[src/rtl/vga_timing_pkg.sv]
// Shared types and constants for the VGA timing generator.
//   timing_t         : one complete set of h/v timing fields plus sync polarities
//   timing_fields_ok : true when all eight timing fields are nonzero
//   DEF_*            : default 800x480 timing
package vga_timing_pkg;

  // Fields are stored at a fixed maximum width. Modules zero-extend their
  // CNT_W-wide values into them and use only the low CNT_W bits.
  localparam int MAX_CNT_W = 16;

  typedef logic [MAX_CNT_W-1:0] tfield_t;

  typedef struct packed {
    tfield_t h_sync, h_back, h_vis, h_front;
    tfield_t v_sync, v_back, v_vis, v_front;
    logic    hs_pol, vs_pol;
  } timing_t;

  localparam int DEF_H_SYNC  = 88;
  localparam int DEF_H_BACK  = 47;
  localparam int DEF_H_VIS   = 800;
  localparam int DEF_H_FRONT = 40;
  localparam int DEF_V_SYNC  = 3;
  localparam int DEF_V_BACK  = 31;
  localparam int DEF_V_VIS   = 480;
  localparam int DEF_V_FRONT = 13;

  function automatic logic timing_fields_ok(input timing_t t);
    return (t.h_sync != '0) && (t.h_back != '0) && (t.h_vis != '0) && (t.h_front != '0) &&
           (t.v_sync != '0) && (t.v_back != '0) && (t.v_vis != '0) && (t.v_front != '0);
  endfunction

endpackage

[src/rtl/vga_sig_delay.sv]
// Enable-gated delay line of DEPTH register stages. DEPTH=0 is a pass-through.
//   gclk, grst_n : clock, async active-low reset (stages reset to RST_VAL)
//   en           : stages shift only while high, otherwise they hold
//   din / dout   : W-bit input and output delayed by DEPTH enabled cycles
module vga_sig_delay #(
  parameter int             W       = 1,
  parameter int             DEPTH   = 1,
  parameter logic [W-1:0]   RST_VAL = '0
) (
  input  logic         gclk,
  input  logic         grst_n,
  input  logic         en,
  input  logic [W-1:0] din,
  output logic [W-1:0] dout
);

  if (DEPTH == 0) begin : g_bypass
    logic unused_ctl;
    assign unused_ctl = ^{gclk, grst_n, en};
    assign dout = din;
  end else begin : g_pipe
    logic [DEPTH-1:0][W-1:0] pipe_q, pipe_d;

    always_comb begin
      pipe_d = pipe_q;
      if (en) begin
        pipe_d[0] = din;
        for (int i = 1; i < DEPTH; i++) pipe_d[i] = pipe_q[i-1];
      end
    end

    always_ff @(posedge gclk or negedge grst_n) begin
      if (!grst_n) pipe_q <= {DEPTH{RST_VAL}};
      else         pipe_q <= pipe_d;
    end

    assign dout = pipe_q[DEPTH-1];
  end

endmodule

[src/rtl/vga_timing_gen.sv]
// Programmable VGA timing generator with frame-synchronous config update.
//   vga_clk, reset_n      : pixel clock, async active-low reset
//   enable                : counters and pipeline advance only while high
//   cfg_* / cfg_load      : new timing, captured into a shadow on cfg_load
//   cfg_pending / cfg_err : shadow awaits frame boundary / load had a zero field
//   pixel_x/y, de         : active coordinate and area flag
//   hs, vs, blank_n       : syncs and blanking, PIPE_DLY enabled cycles after de
//   line_start/frame_start: one-cycle pulses at h_cnt==0 / h_cnt==v_cnt==0
// All outputs are registered and describe the counter value present one
// cycle earlier, so the first enabled cycle after reset shows frame_start.
module vga_timing_gen
  import vga_timing_pkg::*;
#(
  parameter int CNT_W    = 12,
  parameter int H_SYNC   = DEF_H_SYNC,
  parameter int H_BACK   = DEF_H_BACK,
  parameter int H_VIS    = DEF_H_VIS,
  parameter int H_FRONT  = DEF_H_FRONT,
  parameter int V_SYNC   = DEF_V_SYNC,
  parameter int V_BACK   = DEF_V_BACK,
  parameter int V_VIS    = DEF_V_VIS,
  parameter int V_FRONT  = DEF_V_FRONT,
  parameter int HS_POL   = 1,
  parameter int VS_POL   = 1,
  parameter int PIPE_DLY = 2
) (
  input  logic             vga_clk,
  input  logic             reset_n,
  input  logic             enable,
  input  logic [CNT_W-1:0] cfg_h_sync,
  input  logic [CNT_W-1:0] cfg_h_back,
  input  logic [CNT_W-1:0] cfg_h_vis,
  input  logic [CNT_W-1:0] cfg_h_front,
  input  logic [CNT_W-1:0] cfg_v_sync,
  input  logic [CNT_W-1:0] cfg_v_back,
  input  logic [CNT_W-1:0] cfg_v_vis,
  input  logic [CNT_W-1:0] cfg_v_front,
  input  logic             cfg_hs_pol,
  input  logic             cfg_vs_pol,
  input  logic             cfg_load,
  output logic             cfg_pending,
  output logic             cfg_err,
  output logic [CNT_W-1:0] pixel_x,
  output logic [CNT_W-1:0] pixel_y,
  output logic             de,
  output logic             hs,
  output logic             vs,
  output logic             blank_n,
  output logic             line_start,
  output logic             frame_start
);

  // Two guard bits keep sync+back+vis+front from wrapping.
  localparam int SW = CNT_W + 2;

  localparam timing_t RST_TIM = '{
    h_sync: tfield_t'(H_SYNC), h_back: tfield_t'(H_BACK),
    h_vis:  tfield_t'(H_VIS),  h_front: tfield_t'(H_FRONT),
    v_sync: tfield_t'(V_SYNC), v_back: tfield_t'(V_BACK),
    v_vis:  tfield_t'(V_VIS),  v_front: tfield_t'(V_FRONT),
    hs_pol: 1'(HS_POL),        vs_pol: 1'(VS_POL)};

  // Delay-line reset holds syncs inactive and blank_n low.
  localparam logic [2:0] DLY_RST = {HS_POL == 0, VS_POL == 0, 1'b0};

  function automatic logic [SW-1:0] fx(input tfield_t f);
    return {2'b00, f[CNT_W-1:0]};
  endfunction

  timing_t          act_q, act_d, shd_q, shd_d, cfg_in;
  logic [CNT_W-1:0] h_cnt_q, h_cnt_d, v_cnt_q, v_cnt_d;
  logic [CNT_W-1:0] px_q, px_d, py_q, py_d;
  logic             pend_q, pend_d, err_q, err_d;
  logic             de_q, de_d, hs_r_q, hs_r_d, vs_r_q, vs_r_d;
  logic             ls_q, ls_d, fs_q, fs_d;
  logic [SW-1:0]    h_ext, v_ext, h_lo, h_hi, h_end, v_lo, v_hi, v_end, h_off, v_off;
  logic             h_last, v_last, de_raw;
  logic [2:0]       dly_out;

  // Upper field bits beyond CNT_W are never consulted.
  logic unused_act;
  assign unused_act = ^act_q;

  always_comb begin
    cfg_in = '{
      h_sync: tfield_t'(cfg_h_sync), h_back: tfield_t'(cfg_h_back),
      h_vis:  tfield_t'(cfg_h_vis),  h_front: tfield_t'(cfg_h_front),
      v_sync: tfield_t'(cfg_v_sync), v_back: tfield_t'(cfg_v_back),
      v_vis:  tfield_t'(cfg_v_vis),  v_front: tfield_t'(cfg_v_front),
      hs_pol: cfg_hs_pol,            vs_pol: cfg_vs_pol};

    h_ext  = {2'b00, h_cnt_q};
    v_ext  = {2'b00, v_cnt_q};
    h_lo   = fx(act_q.h_sync) + fx(act_q.h_back);
    h_hi   = h_lo + fx(act_q.h_vis);
    h_end  = h_hi + fx(act_q.h_front) - SW'(1);
    v_lo   = fx(act_q.v_sync) + fx(act_q.v_back);
    v_hi   = v_lo + fx(act_q.v_vis);
    v_end  = v_hi + fx(act_q.v_front) - SW'(1);
    h_last = (h_ext == h_end);
    v_last = (v_ext == v_end);
    h_off  = h_ext - h_lo;
    v_off  = v_ext - v_lo;
    de_raw = (h_ext >= h_lo) && (h_ext < h_hi) && (v_ext >= v_lo) && (v_ext < v_hi);

    // Counters
    h_cnt_d = h_cnt_q;
    v_cnt_d = v_cnt_q;
    if (enable) begin
      if (h_last) begin
        h_cnt_d = '0;
        v_cnt_d = v_last ? '0 : v_cnt_q + CNT_W'(1);
      end else begin
        h_cnt_d = h_cnt_q + CNT_W'(1);
      end
    end

    // Config: the boundary consumes the old shadow first, so a load in the
    // same cycle lands in the shadow and stays pending for the next frame.
    act_d  = act_q;
    shd_d  = shd_q;
    pend_d = pend_q;
    err_d  = 1'b0;
    if (enable && h_last && v_last && pend_q) begin
      act_d  = shd_q;
      pend_d = 1'b0;
    end
    if (cfg_load) begin
      if (timing_fields_ok(cfg_in)) begin
        shd_d  = cfg_in;
        pend_d = 1'b1;
      end else begin
        err_d = 1'b1;
      end
    end

    // Output stage: hold while disabled, pulses drop to zero.
    de_d   = de_q;
    hs_r_d = hs_r_q;
    vs_r_d = vs_r_q;
    px_d   = px_q;
    py_d   = py_q;
    ls_d   = 1'b0;
    fs_d   = 1'b0;
    if (enable) begin
      de_d   = de_raw;
      hs_r_d = ~((h_ext < fx(act_q.h_sync)) ^ act_q.hs_pol);
      vs_r_d = ~((v_ext < fx(act_q.v_sync)) ^ act_q.vs_pol);
      if (de_raw) begin
        px_d = h_off[CNT_W-1:0];
        py_d = v_off[CNT_W-1:0];
      end
      ls_d = (h_cnt_q == '0);
      fs_d = (h_cnt_q == '0) && (v_cnt_q == '0);
    end
  end

  always_ff @(posedge vga_clk or negedge reset_n) begin
    if (!reset_n) begin
      h_cnt_q <= '0;
      v_cnt_q <= '0;
      act_q   <= RST_TIM;
      shd_q   <= RST_TIM;
      pend_q  <= 1'b0;
      err_q   <= 1'b0;
      de_q    <= 1'b0;
      hs_r_q  <= DLY_RST[2];
      vs_r_q  <= DLY_RST[1];
      px_q    <= '0;
      py_q    <= '0;
      ls_q    <= 1'b0;
      fs_q    <= 1'b0;
    end else begin
      h_cnt_q <= h_cnt_d;
      v_cnt_q <= v_cnt_d;
      act_q   <= act_d;
      shd_q   <= shd_d;
      pend_q  <= pend_d;
      err_q   <= err_d;
      de_q    <= de_d;
      hs_r_q  <= hs_r_d;
      vs_r_q  <= vs_r_d;
      px_q    <= px_d;
      py_q    <= py_d;
      ls_q    <= ls_d;
      fs_q    <= fs_d;
    end
  end

  vga_sig_delay #(.W(3), .DEPTH(PIPE_DLY), .RST_VAL(DLY_RST)) u_dly (
    .gclk   (vga_clk),
    .grst_n (reset_n),
    .en     (enable),
    .din    ({hs_r_q, vs_r_q, de_q}),
    .dout   (dly_out)
  );

  assign {hs, vs, blank_n} = dly_out;
  assign de          = de_q;
  assign pixel_x     = px_q;
  assign pixel_y     = py_q;
  assign line_start  = ls_q;
  assign frame_start = fs_q;
  assign cfg_pending = pend_q;
  assign cfg_err     = err_q;

endmodule

[config.mk]
export PLATFORM = sky130hd
export DESIGN_NAME = vga_timing_gen
export DESIGN_NICKNAME = d
export VERILOG_FILES = /design/src/rtl/vga_timing_pkg.sv /design/src/rtl/vga_sig_delay.sv /design/src/rtl/vga_timing_gen.sv
export SDC_FILE = /design/constraint.sdc
export NUM_CORES = 1
export LEC_CHECK = 0
export ABC_AREA = 1
export CORE_MARGIN = 2
export CORE_UTILIZATION = 50
export DETAILED_ROUTE_END_ITERATION = 8
export GPL_TIMING_DRIVEN = 0
export PLACE_DENSITY = 0.7
export SLEW_MARGIN = 40
export SYNTH_ARGS = -nofsm -noshare
export SYNTH_HDL_FRONTEND = slang
export SYNTH_SLANG_ARGS = --single-unit
[constraint.sdc]
create_clock -name vga_clk -period 7.7 [get_ports vga_clk]
set_input_delay 0.77 -clock vga_clk [delete_from_list [all_inputs] [get_ports vga_clk]]
set_output_delay 0.77 -clock vga_clk [all_outputs]
set_load 0.005 [all_outputs]
Word-level counts from Yosys, hierarchy flattened
Cells that the tools add are included.
{"block": "op_classes", "addsub": 12, "order_cmp": 6, "eq_ne": 2, "muxes": 9, "n_bitwise": 4, "reduce_logical": 27}
{"operator": "nonzero test 12 bit", "count": 8}
{"operator": "adder 13 x 12 -> 14 bit", "count": 2}
{"operator": "adder 14 x 12 -> 14 bit", "count": 2}
{"operator": "== test 12 x 14 -> 1 bit", "count": 2}
{"operator": "< comparator 12 x 14 -> 1 bit", "count": 2}
{"operator": "subtractor 14 x 1 -> 14 bit (second input constant)", "count": 2}
{"operator": "adder 12 x 12 -> 13 bit", "count": 2}
{"operator": ">= comparator 12 x 13 -> 1 bit", "count": 2}
{"operator": "adder 12 x 1 -> 12 bit (second input constant)", "count": 2}
{"operator": "logical NOT 12 bit", "count": 2}
{"operator": "< comparator 12 bit", "count": 2}
{"operator": "two-way mux 12 bit", "count": 2}
{"operator": "subtractor 12 bit", "count": 2}
{"operator": "logical AND 1 bit", "count": 14}
{"operator": "two-way mux 1 bit", "count": 7}
{"operator": "AND reduction 2 bit", "count": 3}
{"operator": "inverter 1 bit", "count": 2}
{"operator": "bitwise XOR 1 bit", "count": 2}
{"block": "totals", "regBits": 257, "in_bits": 102, "output_inout_bits": 32, "wordCells": 93}

Logic depth before layout (Yosys ltp)
{"block": "logic_depth", "word_depth": 11, "depth_mapped": 37, "depth_no_buf": 35}

Cells and area by module
Synthesis repeated with hierarchy kept, for this count alone.
{"block": "hier_totals", "hier_cells": 2300, "area_unflattened_um2": 17493.0}
{"mod": "vga_timing_gen", "n_inst": 1, "cells_each": 2272, "area_per_inst_um2": 17249.0, "seq_area_each_um2": 6353.6}
{"mod": "vga_sig_delay", "n_inst": 1, "cells_each": 28, "area_per_inst_um2": 244.0, "seq_area_each_um2": 150.1}

Worst setup path before layout
Ideal clock, no wire load.
{"block": "synth_path", "path_type": "register to register", "start": "reg act_q[50] in the netlist's numbering", "end": "reg act_q[75] in the netlist's numbering", "setup_ns": 0.117, "arrival_ns": 5.234, "required_time_ns": 7.583, "path_slack_ns": 2.349, "stages_incl_launch_ff": 34, "path_buffers": 2, "synth_period_minus_slack_ns": 5.351, "path_cell_list": "dfstp_2 -> ha_1 -> inv_1 -> fa_1 -> o21ai_0 -> a21oi_1 -> o21ai_0 -> xor2_1 -> inv_1 -> ha_1 -> inv_1 -> nor3_1 -> nand3_1 -> nand3_1 -> a21oi_1 -> o21bai_1 -> xor2_1 -> ha_1 -> inv_1 -> ha_1 -> nand2_1 -> inv_1 -> a21oi_1 -> nand3_1 -> nand2_1 -> nand2_1 -> nor2_1 -> nand4_2 -> nor2_8 -> nand3_2 -> buf_4 -> buf_6 -> nand2_1 -> nand2_1"}
{"block": "synth_between", "elab_chain_cells": 7}
{"item": "start: declaration", "line_no": "vga_timing_gen.sv:70", "text": "timing_t act_q, act_d, shd_q, shd_d, cfg_in;"}
{"item": "start signal: assignment", "line_no": "vga_timing_gen.sv:176", "text": "act_q <= act_d;"}
{"item": "adder 12 x 12 -> 13 bit", "line_no": "vga_timing_gen.sv:97", "text": "v_lo = fx(act_q.v_sync) + fx(act_q.v_back);"}
{"item": "adder 13 x 12 -> 14 bit", "line_no": "vga_timing_gen.sv:98", "text": "v_hi = v_lo + fx(act_q.v_vis);"}
{"item": "adder 14 x 12 -> 14 bit", "line_no": "vga_timing_gen.sv:99", "text": "v_end = v_hi + fx(act_q.v_front) - SW'(1);"}
{"item": "subtractor 14 x 1 -> 14 bit", "line_no": "vga_timing_gen.sv:99"}
{"item": "== test 12 x 14 -> 1 bit", "line_no": "vga_timing_gen.sv:101", "text": "v_last = (v_ext == v_end);"}
{"item": "logical AND 1 bit (2 in a row)", "line_no": "vga_timing_gen.sv:124", "text": "if (enable && h_last && v_last && pend_q) begin"}
No other way between the ends.
A chain may end at the register's enable or synchronous reset.

Worst setup path in the final report
{"block": "layout_path", "start": "reg act_q[50] in the netlist's numbering", "end": "reg act_q[116] in the netlist's numbering"}
Same word-level chain as after synthesis.

==> impl_metrics.json <==
{
  "reg2reg_to": "act_q[116]$_DFFE_PN0P_",
  "area_delta_synth_final_pct": 17.0,
  "initial_utilization_pct": 50.6,
  "fmax_mhz": 154,
  "crit_start": "act_q[50]$_DFFE_PN1P_",
  "overflow": 0,
  "core_region_area_sq_um": 34500,
  "ir_drop_uv": 181,
  "die_w_um": 191,
  "clock_skew_ps": 52.3,
  "synth_area_sq_um": 17500,
  "synthCells": 2303,
  "clockBufferDepth": 3,
  "layout_commonest_cell": "nand2_1",
  "die-area_sq_um": 36500,
  "endpoint": "act_q[116]$_DFFE_PN0P_",
  "yosys_warnings": 0,
  "gp_congestion": 0.915,
  "routedWlPerCell_um": 16.1,
  "diodes": 0,
  "cts_tree": "yes",
  "crit_path_start_kind": "register",
  "worst_hold_slack_ps": 92.8,
  "grt_max_degree": 77,
  "grt_pass1_vias": 14870,
  "dieHeight_um": 191,
  "slew_viol_final": 0,
  "timing_hold_violations_final": 0,
  "status": "completed",
  "tightest_slew_ps": 763,
  "port_buffers": 133,
  "vias": 15773,
  "cts_root_buf": "clkbuf_16",
  "rsz0062_at_grt": "false",
  "crit_required_ps": 8130,
  "cts_resized": 0,
  "ys_async_sr_fraction_pct": 100,
  "insertion_delay_ps": 580,
  "arrival_ps": 6940,
  "first_pass_iters": 5,
  "hold_path.class": "in -> async",
  "critPathCaptureType": "register",
  "synth_area_per_cell_sq_um": 7.60,
  "fillCellCount": 3247,
  "slowest_delay_ps": 550,
  "r2r_start": "act_q[50]$_DFFE_PN1P_",
  "slowest_stage": "dfstp_2",
  "drv_cap": 0,
  "multi_input_area_sq_um": 9560,
  "antenna_left": 0,
  "tns_ps": 0,
  "via_per_inst": 5.35,
  "cts_max_level": 1,
  "leakagePower_nw": 10.4,
  "drt_iter0_drc": 1157,
  "post-cts-setup-buffers": 0,
  "stdcell_area_sq_um": 20500,
  "slew-limit-headroom_pct": 48.7,
  "final_layout_size_suffix_gt1_share_pct": 6.22,
  "cts_hold_repair.buffers": 0,
  "synth_edf_count": 0,
  "placedInstanceArea_sq_um": 19500,
  "ys_types": 42,
  "fin_nets": 2747,
  "ios": 134,
  "synthFlopType": "dfrtp_1",
  "antenna_found_initial": 0,
  "period_needed_ps": 6510,
  "yosysSeqAreaShare_pct": 37.2,
  "cts.sinks": 257,
  "ys_seq_elements": 257,
  "post-route-drc-count": 0,
  "rr_worst_depth": 32,
  "cts_buffers": 28,
  "r2r_slack_ps": 1190,
  "seq_area_sq_um": 6500,
  "syn_nets": 2581,
  "wirelength_um": 47600,
  "layout_common_cells": "nand2_1 (725), inv_1 (268), dfrtp_1 (199)",
  "worst-setup-path-type": "reg -> reg",
  "grt_usage_pct": 26.3,
  "setup_violations": 0,
  "dp_hpwl_um": 37900,
  "utilization_pct": 59.3,
  "placementRows": 68,
  "clk_pin_slew_ps": 60,
  "power_density_nw_per_um2": 189,
  "fin_crit_sh_pct": 84.6,
  "grt_pass1_wl_um": 76900,
  "crit_path_max_fanout": 10
}
==> area by class of cell <==
type                            count  share of cell area [%]
Tap cell                          455                    2.78
Sequential cell                   257                    31.8
Clock buffer                       35                    3.75
Buffer                             89                    1.89
Clock inverter                     17                    1.10
Inverter                          279                    5.11
Multi-Input combinational cell   1678                    46.7
Timing Repair Buffer              136                    6.93
==> state kept, by name (all words and copies together) (netlist names), 3 cells and up <==
register	flops
act_q	98
shd_q	98
h_cnt_q	12
pixel_x	12
pixel_y	12
v_cnt_q	12
u_dly.dout	3
u_dly.g_pipe.pipe_q	3
==> critical path: cells and delay by family (launching register included) <==
kind                     cells  cell delay, ps
AO/OA/AOI/OAI                6            1300
XOR/XNOR                     2             530
adder cells (fa/ha/maj)      5            1420
buffers and inverters        6             670
flip-flops                   1             550
AND/OR/NAND/NOR             13            1890
==> Yosys cell counts, types with 3 or more instances <==
cell      count  area share (%)
nand2_1     725              16
inv_1       268             5.7
dfrtp_1     199              28
ha_1        168              12
o21ai_0     164             4.7
nand4_1     149             5.3
a21oi_1      84             2.4
nor2_1       83             1.8
nand3_1      81             2.3
xor2_1       73             3.7
dfstp_2      58             8.7
clkbuf_1     57             1.2
xnor2_1      28             1.4
nor3_1       22            0.63
nor4_1       20            0.72
buf_2        15            0.43
buf_1        10            0.21
inv_2        10            0.21
a21o_1        9            0.39
nand3b_1      9            0.39
o21bai_1      9            0.39
fa_1          8            0.92
a21boi_0      6            0.26
a31oi_1       6            0.21
and3_1        5            0.18
buf_4         5            0.21
a211oi_1      4            0.17
o211ai_1      4            0.17
o21a_1        4            0.17
or2_2         4            0.14
nand3_2       3            0.17
==> power by group <==
| part | total, W | switching [W] | internal, W |
|---|---|---|---|
| registers | 0.00164 | 0.000143 | 0.00150 |
| logic | 0.000821 | 0.000430 | 0.000391 |
| clock network | 0.00142 | 0.000572 | 0.000847 |
| total | 0.00388 | 0.00115 | 0.00273 |
==> through the flow <==
| stage | cells | setup WS (ps) | total power, W |
|---|---|---|---|
| floorplan | 2303 | 2350 | 0.00208 |
| global placement | 2891 | -4840 | 0.00245 |
| detailed placement | 2894 | 1210 | 0.00248 |
| CTS | 2946 | 1210 | 0.00390 |
| global route | 2946 | 712 | 0.00409 |
| finish | 2946 | 1190 | 0.00388 |
==> kinds of logic (layout without fill, tap and decap cells) <==
family,count (synthesis),after routing,share of synthesized area (%)
buffers and inverters,368,556,8.20
flip-flops,257,257,37.2
XOR/XNOR,101,101,5.06
AO/OA/AOI/OAI,293,293,8.99
adder cells (fa/ha/maj),176,176,12.9
AND/OR/NAND/NOR,1108,1108,27.7
==> how the worst min path moves through the flow <==
stage	slack (ps)	cells past startpoint	to
global route	120	1	shd_q[86]$_DFFE_PN0P_
CTS	100	1	shd_q[86]$_DFFE_PN0P_
finish	90	1	shd_q[86]$_DFFE_PN0P_
floorplan	440	2	act_q[10]$_DFFE_PN0P_
global placement	450	2	act_q[71]$_DFFE_PN1P_
detailed placement	450	2	act_q[71]$_DFFE_PN1P_
==> routing by layer <==
metal / track usage, % / wire length (um) / vias up
met2: 40.3 / 20300 / 456
li1: - / - / 7927
met4: 6.30 / 1140 / 0
met5: 0 / 0 / -
met1: 39.6 / 23300 / 7332
met3: 3.03 / 2790 / 58
(Power assumes the default switching activity.)
